===== src/rtl/alu_req_sequencer_pkg.sv =====
// Shared definitions for the ALU request sequencer: opcode map, FSM encoding and
// opcode classification helpers.
package alu_req_sequencer_pkg;

  localparam logic [3:0] OP_ADD  = 4'h0;
  localparam logic [3:0] OP_SUB  = 4'h1;
  localparam logic [3:0] OP_MUL  = 4'h2;
  localparam logic [3:0] OP_DIV  = 4'h3;
  localparam logic [3:0] OP_AND  = 4'h4;
  localparam logic [3:0] OP_OR   = 4'h5;
  localparam logic [3:0] OP_XOR  = 4'h6;
  localparam logic [3:0] OP_NOT  = 4'h7;
  localparam logic [3:0] OP_SHL  = 4'hB;
  localparam logic [3:0] OP_SHR  = 4'hC;
  localparam logic [3:0] OP_NAND = 4'hD;
  localparam logic [3:0] OP_XNOR = 4'hE;
  localparam logic [3:0] OP_NOR  = 4'hF;

  typedef enum logic [1:0] {
    StIdle  = 2'd0,
    StIssue = 2'd1,
    StResp  = 2'd2
  } state_e;

  // 0x8..0xA have no ALU function behind them.
  function automatic logic is_illegal_op(input logic [3:0] op);
    return (op == 4'h8) || (op == 4'h9) || (op == 4'hA);
  endfunction

  function automatic logic is_single_bit_op(input logic [3:0] op);
    return (op == OP_NAND) || (op == OP_XNOR) || (op == OP_NOR);
  endfunction

  // Errors are decided from the request alone so the ALU is never consulted.
  function automatic logic is_error_req(input logic [3:0] op, input logic [3:0] b);
    return is_illegal_op(op) || ((op == OP_DIV) && (b == 4'h0));
  endfunction

endpackage


===== src/rtl/alu_req_sequencer_rr_arbiter.sv =====
// Combinational round-robin arbiter: grants the first set request at or above the
// pointer, wrapping around to index 0.
module alu_req_sequencer_rr_arbiter #(
  parameter int unsigned NUM_REQ = 2,
  parameter int unsigned PtrW    = (NUM_REQ > 1) ? $clog2(NUM_REQ) : 1
) (
  input  logic [NUM_REQ-1:0] req,
  input  logic [PtrW-1:0]    ptr,
  output logic [NUM_REQ-1:0] grant
);

  localparam int unsigned SumW = PtrW + 1;
  localparam logic [SumW-1:0] NumReqW = SumW'(NUM_REQ);

  logic [SumW-1:0] idx_sum;
  logic [PtrW-1:0] idx;
  logic            found;

  always_comb begin
    grant   = '0;
    found   = 1'b0;
    idx_sum = '0;
    idx     = '0;
    for (int unsigned off = 0; off < NUM_REQ; off++) begin
      // ptr < NUM_REQ, so a single conditional subtract implements the wrap.
      idx_sum = {1'b0, ptr} + SumW'(off);
      if (idx_sum >= NumReqW) begin
        idx_sum = idx_sum - NumReqW;
      end
      idx = idx_sum[PtrW-1:0];
      if (!found && req[idx]) begin
        grant[idx] = 1'b1;
        found      = 1'b1;
      end
    end
  end

endmodule


===== src/rtl/alu_req_sequencer.sv =====
// Shares one external combinational ALU between NUM_REQ requesters with round-robin
// arbitration, operand settling and error trapping.
module alu_req_sequencer
  import alu_req_sequencer_pkg::*;
#(
  parameter int unsigned NUM_REQ       = 2,
  parameter int unsigned SETTLE_CYCLES = 1
) (
  input  logic                 clk,
  input  logic                 rst,
  input  logic [NUM_REQ-1:0]   req_valid,
  output logic [NUM_REQ-1:0]   req_ready,
  input  logic [4*NUM_REQ-1:0] req_opcode,
  input  logic [4*NUM_REQ-1:0] req_a,
  input  logic [4*NUM_REQ-1:0] req_b,
  output logic [NUM_REQ-1:0]   rsp_valid,
  input  logic [NUM_REQ-1:0]   rsp_ready,
  output logic [7:0]           rsp_result,
  output logic                 rsp_carry,
  output logic [3:0]           rsp_rem,
  output logic                 rsp_err,
  output logic                 busy,
  output logic [3:0]           alu_opcode,
  output logic [3:0]           alu_a,
  output logic [3:0]           alu_b,
  input  logic [7:0]           alu_result,
  input  logic                 alu_carry,
  input  logic [3:0]           alu_rem
);

  localparam int unsigned PtrW = (NUM_REQ > 1) ? $clog2(NUM_REQ) : 1;
  localparam int unsigned CntW = (SETTLE_CYCLES > 1) ? $clog2(SETTLE_CYCLES) : 1;
  localparam logic [CntW-1:0] CntInit = CntW'(SETTLE_CYCLES - 1);
  localparam logic [PtrW-1:0] LastIdx = PtrW'(NUM_REQ - 1);

  state_e state_q, state_d;
  logic [PtrW-1:0] ptr_q, ptr_d;
  logic [PtrW-1:0] id_q, id_d;
  logic [CntW-1:0] cnt_q, cnt_d;
  logic [3:0] alu_opcode_q, alu_opcode_d;
  logic [3:0] alu_a_q, alu_a_d;
  logic [3:0] alu_b_q, alu_b_d;
  logic [7:0] rsp_result_q, rsp_result_d;
  logic       rsp_carry_q, rsp_carry_d;
  logic [3:0] rsp_rem_q, rsp_rem_d;
  logic       rsp_err_q, rsp_err_d;

  logic [NUM_REQ-1:0] grant;
  logic [PtrW-1:0]    sel_id;
  logic [3:0]         sel_op, sel_a, sel_b;
  logic               accept;
  logic               rsp_fire;

  alu_req_sequencer_rr_arbiter #(
    .NUM_REQ (NUM_REQ),
    .PtrW    (PtrW)
  ) u_arbiter (
    .req   (req_valid),
    .ptr   (ptr_q),
    .grant (grant)
  );

  // One-hot grant to index and operand mux.
  always_comb begin
    sel_id = '0;
    sel_op = '0;
    sel_a  = '0;
    sel_b  = '0;
    for (int unsigned i = 0; i < NUM_REQ; i++) begin
      if (grant[i]) begin
        sel_id = PtrW'(i);
        sel_op = req_opcode[4*i +: 4];
        sel_a  = req_a[4*i +: 4];
        sel_b  = req_b[4*i +: 4];
      end
    end
  end

  always_comb begin
    req_ready = '0;
    if (!rst && (state_q == StIdle)) begin
      req_ready = grant;
    end
  end

  always_comb begin
    rsp_valid = '0;
    for (int unsigned i = 0; i < NUM_REQ; i++) begin
      rsp_valid[i] = (state_q == StResp) && (id_q == PtrW'(i));
    end
  end

  assign accept   = |req_ready;
  assign rsp_fire = |(rsp_valid & rsp_ready);

  always_comb begin
    state_d      = state_q;
    ptr_d        = ptr_q;
    id_d         = id_q;
    cnt_d        = cnt_q;
    alu_opcode_d = alu_opcode_q;
    alu_a_d      = alu_a_q;
    alu_b_d      = alu_b_q;
    rsp_result_d = rsp_result_q;
    rsp_carry_d  = rsp_carry_q;
    rsp_rem_d    = rsp_rem_q;
    rsp_err_d    = rsp_err_q;

    unique case (state_q)
      StIdle: begin
        if (accept) begin
          id_d = sel_id;
          if (is_error_req(sel_op, sel_b)) begin
            // ALU operands stay untouched so the ALU sees no activity for traps.
            state_d      = StResp;
            rsp_result_d = 8'h00;
            rsp_carry_d  = 1'b0;
            rsp_rem_d    = 4'h0;
            rsp_err_d    = 1'b1;
          end else begin
            state_d      = StIssue;
            alu_opcode_d = sel_op;
            alu_a_d      = sel_a;
            alu_b_d      = sel_b;
            cnt_d        = CntInit;
          end
        end
      end
      StIssue: begin
        if (cnt_q == '0) begin
          state_d      = StResp;
          rsp_result_d = is_single_bit_op(alu_opcode_q) ? {7'b0, alu_result[0]} : alu_result;
          rsp_carry_d  = alu_carry;
          rsp_rem_d    = alu_rem;
          rsp_err_d    = 1'b0;
        end else begin
          cnt_d = cnt_q - CntW'(1);
        end
      end
      StResp: begin
        if (rsp_fire) begin
          state_d = StIdle;
          ptr_d   = (id_q == LastIdx) ? '0 : id_q + PtrW'(1);
        end
      end
      default: begin
        state_d = StIdle;
      end
    endcase
  end

  always_ff @(posedge clk) begin
    if (rst) begin
      state_q      <= StIdle;
      ptr_q        <= '0;
      id_q         <= '0;
      cnt_q        <= '0;
      alu_opcode_q <= '0;
      alu_a_q      <= '0;
      alu_b_q      <= '0;
      rsp_result_q <= '0;
      rsp_carry_q  <= 1'b0;
      rsp_rem_q    <= '0;
      rsp_err_q    <= 1'b0;
    end else begin
      state_q      <= state_d;
      ptr_q        <= ptr_d;
      id_q         <= id_d;
      cnt_q        <= cnt_d;
      alu_opcode_q <= alu_opcode_d;
      alu_a_q      <= alu_a_d;
      alu_b_q      <= alu_b_d;
      rsp_result_q <= rsp_result_d;
      rsp_carry_q  <= rsp_carry_d;
      rsp_rem_q    <= rsp_rem_d;
      rsp_err_q    <= rsp_err_d;
    end
  end

  assign busy       = (state_q != StIdle);
  assign alu_opcode = alu_opcode_q;
  assign alu_a      = alu_a_q;
  assign alu_b      = alu_b_q;
  assign rsp_result = rsp_result_q;
  assign rsp_carry  = rsp_carry_q;
  assign rsp_rem    = rsp_rem_q;
  assign rsp_err    = rsp_err_q;

endmodule


===== config.mk =====
export PLATFORM = sky130hd
export DESIGN_NAME = alu_req_sequencer
export DESIGN_NICKNAME = d
export VERILOG_FILES = /design/src/rtl/alu_req_sequencer_pkg.sv /design/src/rtl/alu_req_sequencer_rr_arbiter.sv /design/src/rtl/alu_req_sequencer.sv
export SDC_FILE = /design/constraint.sdc
export NUM_CORES = 1
export LEC_CHECK = 0
export ABC_CLOCK_PERIOD_IN_PS = 2100
export CORE_MARGIN = 8
export CORE_UTILIZATION = 40
export CTS_CLUSTER_DIAMETER = 80
export DETAILED_ROUTE_END_ITERATION = 8
export GPL_TIMING_DRIVEN = 0
export PLACE_DENSITY_LB_ADDON = 0.08
export SLEW_MARGIN = 15
export SYNTH_ARGS = -nofsm -noshare
export SYNTH_HDL_FRONTEND = slang
export SYNTH_SLANG_ARGS = --single-unit

===== constraint.sdc =====
create_clock -name clk -period 2.1 [get_ports clk]
set_input_delay 0.315 -clock clk [delete_from_list [all_inputs] [get_ports clk]]
set_output_delay 0.315 -clock clk [all_outputs]
set_load 0.01 [all_outputs]

After elaboration in Yosys (flattened, before gate mapping)
Cells that the tools add are included.
{"block": "word_totals", "reg_bits": 31, "latchBits": 0, "ramBits": 0, "rom_bits": 0, "input_bits": 43, "out_inout_bits": 31, "wordCells": 114, "mem_count": 0}
{"block": "classes", "add_sub_neg": 5, "multipliers": 0, "n_div": 0, "order_cmp": 6, "eq_ne": 14, "n_shift": 0, "muxes": 48, "bitwise_logic": 4, "n_reduce_logical": 26}
{"operator": "2-to-1 mux 4 bit", "count": 9}
{"operator": "2-to-1 mux 8 bit", "count": 4}
{"operator": "equality test 4 bit, second input constant", "count": 6}
{"operator": "2-to-1 mux 1 bit", "count": 20}
{"operator": "one-hot mux 8 bit (2 select lines)", "count": 1}
{"operator": "2-to-1 mux 2 bit", "count": 7}
{"operator": "AND reduction 3 bit", "count": 3}
{"operator": "!= test 2 bit, second input constant", "count": 4}
{"operator": "one-hot mux 4 bit (2 select lines)", "count": 1}
{"operator": "logical AND 1 bit", "count": 7}
{"operator": "one-hot mux 1 bit (2 select lines)", "count": 3}
{"operator": "one-hot mux 2 bit (3 select lines)", "count": 1}
{"operator": "logical OR 1 bit", "count": 5}
{"operator": "equality test 4 x 2 -> 1 bit, second input constant", "count": 1}
{"operator": "zero test 4 bit", "count": 1}
{"operator": "less-than comparator 1 x 2 -> 1 bit, second input constant", "count": 2}
{"operator": "AND reduction 2 bit", "count": 2}
{"operator": "AND reduction 4 bit", "count": 1}
{"operator": "nonzero test 2 bit", "count": 2}
{"operator": "OR reduction 2 bit", "count": 2}
{"operator": "subtractor 1 bit, second input constant", "count": 3}
{"operator": "adder 1 x 1 -> 2 bit, second input constant", "count": 1}
{"operator": "AND 2 bit", "count": 1}
{"operator": "demux 1 bit (select 1 bit)", "count": 2}
{"operator": "11 further kinds", "count": 14}

Depth between registers and ports, before layout
{"block": "logic_depth", "depth_word": 18, "depth_mapped": 6, "ltp_nobuf": 5}

By module
Synthesis repeated with hierarchy kept, for this count alone.
{"block": "unflattened", "hier_cells": 193, "area_unflattened_um2": 1685.4}
{"module": "alu_req_sequencer", "n_inst": 1, "cells_per_inst": 190, "area_per_inst_um2": 1666.6, "seq_area_each_um2": 600.6}
{"module": "alu_req_sequencer_rr_arbiter", "n_inst": 1, "cells_per_inst": 3, "area_per_inst_um2": 18.8, "seq_area_each_um2": 0.0}

Least setup slack after synthesis
OpenSTA, ideal clock, no wires.
{"block": "synth_path", "kind": "input port to flip-flop", "start": "input req_b[3]", "end": "register alu_a_q[0], in the netlist alu_a[0]", "setup_ps": 121, "t_arrival_ps": 1741, "required_ps": 1979, "slack_ps": 238, "cell_stages": 6, "n_path_buf": 1, "path_cell_list": "nor4_2 -> nand2_1 -> a222oi_1 -> nor3_2 -> buf_6 -> mux2_4"}
{"block": "synth_between", "elab_chain_len": 7}
{"element": "start: declaration", "line": "alu_req_sequencer.sv:15", "rtl": "input logic [4*NUM_REQ-1:0] req_b,"}
{"element": "2-to-1 mux 4 bit (2 in a row)", "line": "alu_req_sequencer.sv:70", "rtl": "if (grant[i]) begin"}
{"element": "zero test 4 bit", "line": "alu_req_sequencer_pkg.sv:36", "rtl": "return is_illegal_op(op) || ((op == OP_DIV) && (b == 4'h0));"}
{"element": "logical AND 1 bit", "line": "alu_req_sequencer_pkg.sv:36"}
{"element": "logical OR 1 bit", "line": "alu_req_sequencer_pkg.sv:36"}
{"element": "inverter 1 bit (no line)"}
{"element": "AND reduction 3 bit (no line)"}
{"element": "end signal: assignment", "line": "alu_req_sequencer.sv:171", "rtl": "alu_a_q <= alu_a_d;"}
{"element": "end: declaration", "line": "alu_req_sequencer.sv:41", "rtl": "logic [3:0] alu_a_q, alu_a_d;"}
No other way between the ends.
A chain may end at the register's enable or synchronous reset.

Worst setup path after layout
{"block": "layout_path", "start": "input req_b[1]", "end": "register alu_a_q[1], in the netlist alu_a[1]"}
Same word-level chain as after synthesis.

==> results by stage <==
Synthesis:
- The number of different library cells used by synthesis comes to 38.
- The fraction of post-synthesis cell area in the top cell type by area is 0.390.
- In this run, synthesis inferred 0 flip-flops with an integrated enable.
- The warning count from the yosys run is 0.
- The net count of the mapped netlist is 206.
- The cell accounting for the most synthesized area is sky130_fd_sc_hd__dfxtp_1.
- Synthesis produced a netlist whose cell count is 163.
- The synthesis-stage register bit count is 30.
- After synthesis, the most frequently instantiated cells are sky130_fd_sc_hd__dfxtp_1 (30), sky130_fd_sc_hd__nor2_1 (15), sky130_fd_sc_hd__a21o_1 (13), sky130_fd_sc_hd__a22o_1 (13), sky130_fd_sc_hd__nor2b_1 (12).
- The fraction of registers with async set/reset is 0.
- By area the synthesized netlist is led by sky130_fd_sc_hd__dfxtp_1 (39%), sky130_fd_sc_hd__mux2_4 (7.8%), sky130_fd_sc_hd__a22o_1 (7.4%).
- The most numerous cell in the Yosys netlist is sky130_fd_sc_hd__dfxtp_1.
- After synthesis the cells add up to 0.00154 mm².
- For this run, the leading register cell type out of synthesis is sky130_fd_sc_hd__dfxtp_1.
- The average footprint of a synthesized cell is 9.44 µm².
- The sequential cell area fraction in the yosys report is 0.390.

Floorplan:
- Pin placement for this block handled 74 I/O pins.
- The starting utilization of the core area is 0.417.
- The standard cell core area is 0.00369 mm².
- The die footprint is 0.00609 mm².
- The die height is 78.0 µm.
- The floorplan step set the die width to 78.0 µm.
- The floorplan has 22 rows.

Timing:
- After routing, the total negative slack on setup checks comes to 0 ns.
- The final worst-path cycle share is 0.969.
- The final-report hold violation count is 0.
- The max-slew violation total from the final report is 0.
- The clock tree skew after final layout is 0.00425 ns.
- Setup violations remaining at the end of the flow were counted as 0.
- Timing would allow up to 492 MHz.
- Setup slack on the critical path of the routed design comes to 0.0661 ns.
- Setup repair after global routing could not meet its margin everywhere.
- In this run the tightest slew margin relative to its limit is 0.566.
- The slew at the pin with the worst max-slew slack is 0.646 ns.
- For the finished layout, the period the worst path requires is 2.03 ns.
- The post-route worst hold slack is 0.432 ns.

GRT:
- The overall fraction of global-route tracks in use is 0.159.
- The initial antenna violation count is 0.
- Entering global routing, the biggest net connects 11 pins.
- The number of global-route vias before repair was 1,657.
- For this run the aggregate overflow at the end of global routing stands at 0.
- The first-pass GRT wire length is 7930 µm.

Worst setup path:
- The largest incremental delay on the critical path is 0.44 ns.
- For the worst flop-to-flop path, the logic depth is 6.
- STA classifies the critical path startpoint as an input port.
- Of all nets on the critical path, the largest fanout is 5.
- The endpoint kind of the worst setup timing path is a flip-flop.
- STA puts the critical path data required time at 2.27 ns.
- The critical-path cell with the highest stage delay is sky130_fd_sc_hd__clkdlybuf4s50_1.
- The worst setup path is of the input port to flip-flop kind.
- The kind of cell with the highest combined delay along the critical path is buffers and inverters.
- The capture instance of the worst register-to-register path is alu_a[1].
- The critical path goes through clkdlybuf4s50_1 -> nor4_2 -> nand2_1 -> a222oi_1 -> buf_4 -> nor3_4 -> buf_6 -> mux2_4.
- The buffering stage count on the worst path with inverters included is 3.
- The startpoint identified for the worst register-to-register timing path is ptr_q.
- The arrival time of the worst setup path is 2.20 ns.
- The worst register-to-register path has a setup slack of 0.20 ns.

Clocking:
- TritonCTS built the clock tree.
- The number of levels the H-tree was split into is 2.
- The clock passes through at most 2 buffers.
- The worst-skew pair later-pin latency is 0.28 ns.
- The root buffer cell is sky130_fd_sc_hd__clkbuf_8.
- Buffers inserted during clock tree synthesis total 5.
- The clock sink total is 30.
- Clock-pin slew was measured on the worst setup and hold paths at 0.06 ns.

Power:
- The leakage power is 1.11 nW.
- The worst-case IR drop observed on VDD is 485 µV.
- The total power draw is 1.79 mW.
- Power spread over the standard cell area amounts to 711 mW/mm².

Hold path:
- In this run the most critical hold path is launched from req_opcode[2].
- In this run the worst hold path is classified as input port to flip-flop.
- The path with the worst hold slack has its endpoint at alu_opcode[2].
- The hold-critical path depth is 3.

Routing:
- The total via count after detailed routing is 1,560.
- The post-detailed-route count of antenna-violating nets is 0.
- In the routed design, unresolved DRC markers number 0.
- After the first detailed-routing iteration, the DRC count stood at 65.
- The number of optimization iterations in the first detailed-route pass is 4.
- After detailed routing, the average wire length per cell comes to 16.6 µm.
- Wires add up to 4890 µm.
- Dividing the detail-routed via count by the number of cells gives 5.31.

Cells and area:
- The count of nets after finishing is 289.
- The number of antenna diodes in the final layout is 0.
- The final-layout fill cell count is 320.
- The ratio of cells with drive above 1 in the final layout is 0.154.
- Compared with the post-synthesis result, the final layout area differs by 64.1%.
- The footprint of the flip-flops and latches is 602 µm².
- The area taken by multi-input logic gates is 917 µm².

Status:
- The flow ran to the end, and the final reports show no timing, DRC or antenna violations.

Flow run:
- Across the run, the number of max-cap violations was 0.

Placed design:
- At the end of routability-driven placement, the weighted congestion stood at 0.847.
- Detailed placement ended at an HPWL of 3790 µm.
- The worst setup timing slack at the placement stage is -0.514 ns.
- In this run the tool buffered the top-level ports with 73 buffer cells.
## kinds of logic after synthesis
logic type,count (synthesis),share of synthesized area
AO/OA/AOI/OAI,54,0.275
buffers and inverters,15,0.0431
flip-flops,30,0.390
multiplexers,12,0.107
AND/OR/NAND/NOR,52,0.185
## report_power, final
group / internal [mW] / total (mW) / switching [mW]
clock network: 0.379 / 0.594 / 0.215
registers: 0.631 / 0.680 / 0.0492
logic: 0.299 / 0.521 / 0.223
total: 1.31 / 1.79 / 0.487
## flip-flops by register name, summed over array words and instances (netlist names)
signal      flops
rsp_result      8
rsp_rem         4
state_q         2
rsp_err         1
ptr_q           1
id_q            1
alu_b           4
alu_a           4
alu_opcode      4
rsp_carry       1
## stage by stage
step / cells / util / cell area, µm²
3_3_place_gp: 284 / 0.632 / 2330
2_1_floorplan: 163 / - / 1540
3_5_place_dp: 284 / 0.632 / 2330
5_1_grt: 294 / 0.685 / 2520
6_report: 294 / 0.685 / 2520
4_1_cts: 294 / 0.673 / 2480
## per-layer routing
metal / vias up / GRT usage / share of wire
li1: 758 / - / -
met1: 741 / 0.179 / 0.42
met2: 54 / 0.277 / 0.49
met3: 7 / 0.0547 / 0.077
met4: 0 / 0.0500 / 0.012
met5: - / 0 / 0
## how the worst max path moves through the flow
stage,to,depth (start not counted),from
after global routing,req_ready[0],4,state_q[0]
after CTS,alu_a[1],8,req_b[3]
after floorplan,alu_a[0],6,req_b[3]
final,alu_a[1],8,req_b[1]
after detailed placement,alu_opcode[0],6,req_valid[1]
after global placement,alu_b[1],6,req_valid[1]
## what timing repair did
action	in CTS	in global routing
setup endpoints to repair	24	22
gates cloned	0	1
gates resized for setup	6	14
buffers inserted	3	0
pin swaps	1	3
hold buffers	0	0
## final cells by class
type | instances | share of cell area
Buffer | 9 | 0.0178
Clock buffer | 6 | 0.0327
Clock inverter | 1 | 0.0119
Inverter | 5 | 0.00743
Multi-Input combinational cell | 118 | 0.363
Sequential cell | 30 | 0.238
Tap cell | 48 | 0.0238
Timing Repair Buffer | 77 | 0.305
## worst reg2reg max path: cells and delay by family (launching register included)
kind,cells,cell delay [ns]
flops,1,0.39
buf+inv,1,0.19
mux,1,0.31
compound gates,2,0.38
simple gates,2,0.51
## cell usage in the layout, fill, tap and decap left out, types with 2 or more instances in the layout
cell type                          n
sky130_fd_sc_hd__clkbuf_8          6
sky130_fd_sc_hd__a21o_1           13
sky130_fd_sc_hd__mux2_2            3
sky130_fd_sc_hd__nand2_1           8
sky130_fd_sc_hd__clkbuf_1          3
sky130_fd_sc_hd__a22o_1           13
sky130_fd_sc_hd__buf_1             2
sky130_fd_sc_hd__nor2_1           15
sky130_fd_sc_hd__o21ai_0           2
sky130_fd_sc_hd__dfxtp_1          29
sky130_fd_sc_hd__a22oi_1          10
sky130_fd_sc_hd__or2_2             2
sky130_fd_sc_hd__dlygate4sd2_1     2
sky130_fd_sc_hd__and2_1            3
sky130_fd_sc_hd__nor4_2            2
sky130_fd_sc_hd__a21oi_1           7
sky130_fd_sc_hd__nor2b_1          11
sky130_fd_sc_hd__inv_1             5
sky130_fd_sc_hd__mux2_4            8
sky130_fd_sc_hd__buf_6             2
sky130_fd_sc_hd__clkbuf_2          3
sky130_fd_sc_hd__buf_4             3
sky130_fd_sc_hd__clkdlybuf4s50_1  68
sky130_fd_sc_hd__dlymetal6s2s_1    3
sky130_fd_sc_hd__a21boi_4          2
(Power assumes the default switching activity.)
